[src/rtl/rx_core_param.sv]
// Parametrised UART receiver: oversampled, majority-voted deframer feeding a
// first-word-fall-through FIFO that stores {frame error, parity error, data}.
module rx_core_param #(
  parameter int DATA_W     = 8,
  parameter int OVERSAMPLE = 16,
  parameter int FIFO_DEPTH = 16
) (
  input  logic                            clk,
  input  logic                            rst,
  input  logic                            AcqSig_i,
  input  logic                            Rx_i,
  input  logic                            p_ParityEnable_i,
  input  logic                            ParityMethod_i,
  input  logic                            p_BigEnd_i,
  input  logic                            p_TwoStop_i,
  input  logic                            n_rd_i,
  input  logic                            p_ErrClear_i,
  output logic [DATA_W-1:0]               data_o,
  output logic                            p_ParityError_o,
  output logic                            p_FrameError_o,
  output logic                            p_empty_o,
  output logic                            p_full_o,
  output logic [$clog2(FIFO_DEPTH):0]     Count_o,
  output logic                            p_Overrun_o,
  output logic                            p_Break_o,
  output logic [2:0]                      State_o
);

  localparam int SC_W    = $clog2(OVERSAMPLE);
  localparam int BC_W    = $clog2(DATA_W);
  localparam int PTR_W   = $clog2(FIFO_DEPTH);
  localparam int CNT_W   = PTR_W + 1;
  localparam int ENTRY_W = DATA_W + 2;
  localparam int H       = OVERSAMPLE / 2;

  localparam logic [SC_W-1:0] SC_SMP_A = SC_W'(H - 1);
  localparam logic [SC_W-1:0] SC_SMP_B = SC_W'(H);
  localparam logic [SC_W-1:0] SC_DECIDE = SC_W'(H + 1);
  localparam logic [SC_W-1:0] SC_LAST  = SC_W'(OVERSAMPLE - 1);
  localparam logic [BC_W-1:0] BC_LAST  = BC_W'(DATA_W - 1);

  typedef enum logic [2:0] {
    S_IDLE   = 3'd0,
    S_START  = 3'd1,
    S_DATA   = 3'd2,
    S_PARITY = 3'd3,
    S_STOP   = 3'd4
  } state_t;

  state_t              r_state, w_state_next;
  logic                r_rx_meta, r_rx_s, r_rx_last;
  logic [SC_W-1:0]     r_sc;
  logic [BC_W-1:0]     r_bit_cnt;
  logic                r_stop_cnt;
  logic                r_smp_a, r_smp_b;
  logic [DATA_W-1:0]   r_data;
  logic                r_fe, r_pe;
  logic                r_par_en, r_par_odd, r_big, r_two;

  logic                w_start_edge, w_sc_wrap, w_decide, w_vote;
  logic                w_final_stop, w_fe_final, w_push_req;

  // Synchroniser; r_rx_last holds Rx_s as seen on the previous strobe.
  always_ff @(posedge clk) begin
    if (rst) begin
      r_rx_meta <= 1'b1;
      r_rx_s    <= 1'b1;
      r_rx_last <= 1'b1;
    end else begin
      r_rx_meta <= Rx_i;
      r_rx_s    <= r_rx_meta;
      if (AcqSig_i) r_rx_last <= r_rx_s;
    end
  end

  assign w_start_edge = AcqSig_i && r_rx_last && !r_rx_s;
  assign w_sc_wrap    = (r_sc == SC_LAST);
  assign w_decide     = AcqSig_i && (r_sc == SC_DECIDE);
  assign w_vote       = (r_smp_a & r_smp_b) | (r_smp_a & r_rx_s) | (r_smp_b & r_rx_s);
  assign w_final_stop = !r_two || r_stop_cnt;
  assign w_fe_final   = r_fe | ~w_vote;
  assign w_push_req   = (r_state == S_STOP) && w_decide && w_final_stop;

  always_ff @(posedge clk) begin
    if (rst) r_state <= S_IDLE;
    else     r_state <= w_state_next;
  end

  always_comb begin
    w_state_next = r_state;
    case (r_state)
      S_IDLE:   if (w_start_edge) w_state_next = S_START;
      S_START: begin
        if (w_decide && w_vote)            w_state_next = S_IDLE;
        else if (AcqSig_i && w_sc_wrap)    w_state_next = S_DATA;
      end
      S_DATA:
        if (AcqSig_i && w_sc_wrap && (r_bit_cnt == BC_LAST))
          w_state_next = r_par_en ? S_PARITY : S_STOP;
      S_PARITY: if (AcqSig_i && w_sc_wrap) w_state_next = S_STOP;
      S_STOP:   if (w_push_req) w_state_next = S_IDLE;
      default:  w_state_next = S_IDLE;
    endcase
  end

  always_comb begin
    State_o   = r_state;
    p_Break_o = w_push_req && w_fe_final && (r_data == '0);
  end

  // Bit timing and deframing datapath; everything advances on the strobe only.
  always_ff @(posedge clk) begin
    if (rst) begin
      r_sc       <= '0;
      r_bit_cnt  <= '0;
      r_stop_cnt <= 1'b0;
      r_smp_a    <= 1'b1;
      r_smp_b    <= 1'b1;
      r_data     <= '0;
      r_fe       <= 1'b0;
      r_pe       <= 1'b0;
      r_par_en   <= 1'b0;
      r_par_odd  <= 1'b0;
      r_big      <= 1'b0;
      r_two      <= 1'b0;
    end else if (AcqSig_i) begin
      if (r_state == S_IDLE) begin
        if (w_start_edge) begin
          r_par_en   <= p_ParityEnable_i;
          r_par_odd  <= ParityMethod_i;
          r_big      <= p_BigEnd_i;
          r_two      <= p_TwoStop_i;
          r_sc       <= '0;
          r_bit_cnt  <= '0;
          r_stop_cnt <= 1'b0;
          r_data     <= '0;
          r_fe       <= 1'b0;
          r_pe       <= 1'b0;
        end
      end else begin
        r_sc <= w_sc_wrap ? '0 : r_sc + SC_W'(1);
        if (r_sc == SC_SMP_A) r_smp_a <= r_rx_s;
        if (r_sc == SC_SMP_B) r_smp_b <= r_rx_s;
        if (w_decide) begin
          case (r_state)
            S_DATA: begin
              if (r_big) r_data <= {r_data[DATA_W-2:0], w_vote};
              else       r_data <= {w_vote, r_data[DATA_W-1:1]};
            end
            S_PARITY: r_pe <= w_vote ^ (^r_data) ^ r_par_odd;
            S_STOP:   if (!w_vote) r_fe <= 1'b1;
            default:  ;
          endcase
        end
        if (w_sc_wrap) begin
          if (r_state == S_DATA) r_bit_cnt  <= r_bit_cnt + BC_W'(1);
          if (r_state == S_STOP) r_stop_cnt <= 1'b1;
        end
      end
    end
  end

  logic [ENTRY_W-1:0] r_mem [FIFO_DEPTH];
  logic [PTR_W-1:0]   r_wr_ptr, r_rd_ptr;
  logic [CNT_W-1:0]   r_count;
  logic [ENTRY_W-1:0] r_last_pop;
  logic               r_overrun;
  logic               w_full, w_empty, w_do_pop, w_do_push, w_overrun_set;
  logic [ENTRY_W-1:0] w_head, w_entry;

  assign w_full        = (r_count == CNT_W'(FIFO_DEPTH));
  assign w_empty       = (r_count == '0);
  assign w_do_pop      = !n_rd_i && !w_empty;
  assign w_do_push     = w_push_req && (!w_full || w_do_pop);
  assign w_overrun_set = w_push_req && w_full && !w_do_pop;
  assign w_entry       = {w_fe_final, r_pe, r_data};

  always_ff @(posedge clk) begin
    if (w_do_push) r_mem[r_wr_ptr] <= w_entry;
  end

  always_ff @(posedge clk) begin
    if (rst) begin
      r_wr_ptr   <= '0;
      r_rd_ptr   <= '0;
      r_count    <= '0;
      r_last_pop <= '0;
      r_overrun  <= 1'b0;
    end else begin
      if (w_do_push) r_wr_ptr <= r_wr_ptr + PTR_W'(1);
      if (w_do_pop) begin
        r_rd_ptr   <= r_rd_ptr + PTR_W'(1);
        r_last_pop <= r_mem[r_rd_ptr];
      end
      r_count <= r_count + CNT_W'(w_do_push) - CNT_W'(w_do_pop);
      if (w_overrun_set)     r_overrun <= 1'b1;
      else if (p_ErrClear_i) r_overrun <= 1'b0;
    end
  end

  // An empty FIFO keeps presenting the most recently popped word.
  assign w_head          = w_empty ? r_last_pop : r_mem[r_rd_ptr];
  assign data_o          = w_head[DATA_W-1:0];
  assign p_ParityError_o = w_head[DATA_W];
  assign p_FrameError_o  = w_head[DATA_W+1];
  assign p_empty_o       = w_empty;
  assign p_full_o        = w_full;
  assign Count_o         = r_count;
  assign p_Overrun_o     = r_overrun;

endmodule

[config.mk]
export PLATFORM = sky130hd
export DESIGN_NAME = rx_core_param
export DESIGN_NICKNAME = d
export VERILOG_FILES = /design/src/rtl/rx_core_param.sv
export SDC_FILE = /design/constraint.sdc
export NUM_CORES = 1
export LEC_CHECK = 0
export ABC_CLOCK_PERIOD_IN_PS = 4160
export CORE_MARGIN = 2
export CORE_UTILIZATION = 50
export CTS_BUF_LIST = sky130_fd_sc_hd__clkbuf_8
export DETAILED_ROUTE_END_ITERATION = 12
export HOLD_SLACK_MARGIN = 0.08
export PLACE_DENSITY = 0.67
export SLEW_MARGIN = 20
export SYNTH_ARGS = -nofsm -noshare
export SYNTH_HDL_FRONTEND = slang
export SYNTH_SLANG_ARGS = --single-unit
export TNS_END_PERCENT = 30
[constraint.sdc]
create_clock -name clk -period 4.16 [get_ports clk]
set_input_delay 0.624 -clock clk [delete_from_list [all_inputs] [get_ports clk]]
set_output_delay 0.624 -clock clk [all_outputs]
set_load 0.01 [all_outputs]
Word-level counts from Yosys, hierarchy flattened
Memories as Yosys holds them, arrays and structs flattened. A register that Yosys moved wholly into a read port is not among the register bits. Cells that the tools add are included.

Bits of input ports: 10. RAM bits: 160. Memories: 1. Register bits after elaboration: 54.

Eq/ne operators: 16. Muxes and demuxes: 38. Reduce and logical (&&, ||, !) cells: 42. Bitwise gates (word level): 10. Add/subtract/negate cells: 6.

Memory list: r_mem (words 16, width 10, rd ports 1, clocked after Yosys merged registers in 1, wr ports 1, RTL line 163) `logic [ENTRY_W-1:0] r_mem [FIFO_DEPTH];`.

Operators with widths (count): two-way mux 8 bit (5); two-way mux 3 bit (11); two-way mux 4 bit (5); AND reduction 4 bit (4); two-way mux 1 bit (15); one-hot mux 3 bit (5 select lines) (1); logical AND 1 bit (14); adder 4 x 1 -> 4 bit (second input constant) (3); == test 4 bit (second input constant) (3); nonzero test 2 bit (6); two-way mux 10 bit (1); AND reduction 5 bit (2); AND reduction 3 bit (3); logical NOT 8 bit (1); inequality test 2 bit (second input constant) (4); parity 8 bit (1); == test 3 x 2 -> 1 bit (second input constant) (2); == test 3 bit (second input constant) (2); logical NOT 1 bit (6); adder 5 x 1 -> 5 bit (1); == test 5 bit (second input constant) (1); logical NOT 5 bit (1); subtractor 5 x 1 -> 5 bit (1); == test 4 x 3 -> 1 bit (second input constant) (1); 11 further kinds (18).

Logic depth before layout (Yosys ltp)
Word-level depth: 8. Mapped depth: 14. Mapped depth without buffers: 14.

Least setup slack after synthesis
OpenSTA, ideal clock, no wires.

Kind: flip-flop to flip-flop. Start: reg r_count[2] (netlist: Count_o[2]). End: mem r_mem[0][0] (netlist bit), enable pin. Cell stages (with the launch flop): 7. Data required time: 3.770 ns. Setup slack: 1.282 ns. Library setup time: 0.390 ns. Buffers on the path: 0. Clock period less this slack: 2.878 ns. Arrival: 2.488 ns. Cell sequence: dfxtp_1 -> inv_1 -> ha_1 -> and4bb_2 -> a2111oi_4 -> nand2_1 -> nor3_1.

Elaborated cells between the ends (all ways): 9. Classes of those cells: eq/ne: 1; mux: 2; reduce/logical: 6.

RTL lines: from (decl) (RTL line 165) `logic [CNT_W-1:0] r_count;`; from (signal assigned) (RTL line 195) `r_count <= r_count + CNT_W'(w_do_push) - CNT_W'(w_do_pop);`; == test 5 bit (RTL line 171) `assign w_full = (r_count == CNT_W'(FIFO_DEPTH));`; via p_full_o (RTL line 22) `output logic p_full_o,`; logical NOT 1 bit (RTL line 174) `assign w_do_push = w_push_req && (!w_full || w_do_pop);`; logical OR 1 bit (RTL line 174); logical AND 1 bit (RTL line 174); two-way mux 1 bit (RTL line 179) `if (w_do_push) r_mem[r_wr_ptr] <= w_entry;`; two-way mux 1 bit (not written as such) (RTL line 179); to (decl) (RTL line 163).

The timed path passes the listed nets, and every way through them passes these cells.

Worst setup path after layout
Start: reg r_rx_s. End: out p_Break_o.

Cells in the longest elaborated chain, start to end: 7. Elaborated cells between the ends (all ways): 8. Classes of those cells: bitwise: 6; reduce/logical: 2.

RTL lines: from (decl) (RTL line 51) `logic r_rx_meta, r_rx_s, r_rx_last;`; from (signal assigned) (RTL line 71) `r_rx_s <= r_rx_meta;`; AND 1 bit (RTL line 79) `assign w_vote = (r_smp_a & r_smp_b) | (r_smp_a & r_rx_s) | (r_smp_b & r_rx_s);`; OR 1 bit (RTL line 79); OR 1 bit * (RTL line 79); NOT 1 bit * (RTL line 81) `assign w_fe_final = r_fe | ~w_vote;`; OR 1 bit * (RTL line 81); via w_fe_final (RTL line 61) `logic w_final_stop, w_fe_final, w_push_req;`; logical AND 1 bit * (2 in series) (RTL line 108) `p_Break_o = w_push_req && w_fe_final && (r_data == '0);`; to (decl) (RTL line 25) `output logic p_Break_o,`.

The timed path passes the listed nets; every way through them passes the cells marked *.

==> results by group <==
Floorplan
  • Num ports: 32
  • Die Y: 139 um
  • Placement row count: 49
  • Core ar.: 18000 um2
  • Starting Density: 50.9%
  • Full die area: 19400 um2
  • Die X: 139 um

Yosys
  • Synth Area in Simple Gates: 8.77%
  • Count leader, synth: edfxtp_1
  • Yosys top cell area share: 52.6%
  • Post-synth EDFFs: 160
  • Compound-Gate Fraction of Synth Area: 7.25%
  • Most area-consuming cells after synthesis: edfxtp_1, dfxtp_1, mux4_2
  • Synthesized instance count: 627
  • Area leader, netlist: edfxtp_1
  • Flops & latches, synth: 218
  • Post-synthesis sequential area ratio: 65.3%
  • Synth Area in Adders: roughly 2.9%
  • Syn nets: roughly 660
  • Largest family of logic cells by synthesized area: multiplexers
  • Ys flop type: edfxtp_1
  • Post-synthesis mux area share: between 10% and 20%
  • Distinct cell type count after synthesis: 59
  • Syn avg cell area: 14.6 um2
  • Synth Area in XOR/XNOR: 1.05%
  • Mapped Area: 9140 um2
  • Yosys warns: 0
  • Ys async rst share: 0%
  • List of most frequent post-synthesis cells: edfxtp_1, nand2_1, dfxtp_1

Final layout
  • Area grow syn2layout: 14.6%
  • Layout Cells excl Fill: 946
  • ANT cells: 0
  • Layout cell share with drive strength beyond 1: 18.0%
  • Final instance area: ~10000 um2
  • Nets: 720

Detailed routing
  • Top Metal Used: met4
  • Drt total wl: around 19000 um
  • Post-route DRC violation count: 0
  • 1st-iter DRT viols: 366
  • Routed length on met3: 1050 um
  • DR WL met2: 9490 um
  • Via Count: 5418
  • Post-DR wirelength/cell: 20.3 um
  • Drt pass-1 iters: 4
  • Number of routed nets with antenna violations: 0
  • Post-Route M1 WL: 8190 um
  • DR vias/cell: 5.73

Clock network
  • H-tree depth: 2
  • CTS resizes: 0
  • # clock sinks: ~220
  • Number of buffers added for setup after CTS: 0
  • Reg clk slew, reported paths: 60 ps
  • CTS Root Buffer Type: clkbuf_8
  • CTS tree: yes
  • Max clock buf depth: 3
  • Hold buffers post-CTS: 0
  • Later-pin clock latency in the skew report: 520 ps
  • Total CTS buffers: 35

Place
  • IO buf count: 31
  • GP Congestion: 0.814
  • DP HPWL: 12300 um
  • Dpl cells: 882
  • Placed instance area: 9810 um2
  • Setup slack at placement: between 700 and 800 ps

Global route
  • Initial antenna violation count: 0
  • Vias in the first global route: 5377
  • Largest net degree at the start of global routing: 42
  • GRT Util Overall: about a fifth
  • GRT Residual Overflow: 0
  • First-pass GRT wire length: 29900 um

Critical path
  • Crit Reg-Reg Startpoint: State_o[2]
  • Critical path endpoint category: output port
  • Worst R2R End: Count_o[4]
  • WP data arrival: around 2800 ps
  • Startpoint types: flop
  • Worst EP required: 3540 ps
  • CP Max Fanout: 17
  • R2R setup slack: ~1300 ps
  • Setup CP Type: reg2out
  • Critical Path Source: r_rx_s
  • Reg2Reg Depth: 12

STA
  • Endpoints failing setup: 0
  • Final hold violation count: 0
  • Unrepaired setup endpoints after global routing: false
  • Slew HR: 42.4%
  • TNS Setup: 0 ps
  • Post-route clock skew: roughly 14 ps
  • Slew Limit Fails: 0
  • Tightest Pin Transition: 862 ps
  • Setup ws final: 700 ps
  • Minimum clock period: roughly 3500 ps
  • WHS: 413 ps
  • Fmax: 289 MHz
  • Final period utilization: 83.2%

Pwr
  • Pwr Density: 509 nW/um2
  • Static Leak: 0.00340 uW
  • Maximum vdd drop: roughly 0.00036 V

Min path
  • Hold Crit Start: r_rx_meta
  • WHS Path Cells: 1
  • Worst min path class: reg2reg
  • Min-Delay Endpoint: r_rx_s

Run
  • Max cap viols: 0

Status
  • Status: finished clean
-- placed cells by master, fill, tap and decap left out, types with 3 or more instances in the layout --
master / n
edfxtp_1: 160
a21o_1: 3
and2_1: 3
and3_1: 3
inv_1: 37
o21ai_0: 27
mux4_2: 40
clkinv_2: 5
a22o_1: 20
nand2_1: 63
buf_4: 25
nor2b_1: 9
xnor2_1: 10
clkinv_1: 5
or3_1: 3
clkinvlp_4: 3
nor3_1: 11
nor2_1: 46
o21ai_1: 4
nand3_1: 6
or2_2: 4
clkdlybuf4s50_1: 31
nand2b_1: 3
clkbuf_8: 35
ha_1: 19
nand4_1: 3
mux2i_1: 18
dfxtp_1: 56
a21oi_1: 19
-- worst max-delay path by stage --
stage	slack (ps)	depth (start not counted)	endpoint
2_1_floorplan	1280	6	r_mem[0][0]
3_3_place_gp	780	7	p_Break_o
3_5_place_dp	720	13	Count_o[4]
4_1_cts	680	6	p_FrameError_o
5_1_grt	530	5	p_Break_o
6_report	700	5	p_Break_o
-- worst max-delay path, stage by stage, from the launching register on --
cell and delay [ps]:
dfxtp_1 380, maj3_1 470, nand2b_1 560, nand2_1 120, nor2_1 200, clkdlybuf4s50_1 570
-- kinds of logic (layout without fill, tap and decap cells) --
group,after synthesis,in the layout
XOR/XNOR,11,11
adder cells (fa/ha/maj),21,21
AND/OR/NAND/NOR,168,168
buffers and inverters,54,144
flip-flops,218,218
AO/OA/AOI/OAI,94,94
multiplexers,61,61
-- flip-flops by register name, summed over array words and instances (netlist names), 3 cells and up, named ones only --
register    count
r_rd_ptr        4
r_sc            4
r_last_pop     10
r_data          8
Count_o         5
r_mem         160
r_bit_cnt       3
State_o         3
r_wr_ptr        4
-- final cells by class --
cell class	instances	area, um2
flip-flops and latches	218	5970
well taps	229	287
fillers	1370	7490
inverters	23	86.3
clock buffers	35	482
repair buffers	57	518
multi-input cells	355	2950
clock inverters	29	179
-- routing by layer --
| metal | up-vias | track usage (%) |
|---|---|---|
| met5 | - | 0 |
| met4 | 0 | 6.75 |
| met3 | 36 | 4.20 |
| met2 | 152 | 33.0 |
| met1 | 2725 | 27.5 |
| li1 | 2505 | - |
-- where the power goes --
part | leakage (uW) | total [uW] | switching, uW | internal (uW)
combinational | 0.00121 | 1120 | 584 | 536
clock | 0.000382 | 1730 | 814 | 917
sequential | 0.00180 | 2490 | 89.6 | 2400
-- per-stage QoR --
stage                     utilization [%]  total power [uW]
after global routing                 58.3              5590
after global placement               54.6              3620
after floorplan                         -              3180
final                                58.3              5340
after CTS                            58.3              5390
after detailed placement             54.6              3660
Note: power is estimated with default switching activity, not from simulation.
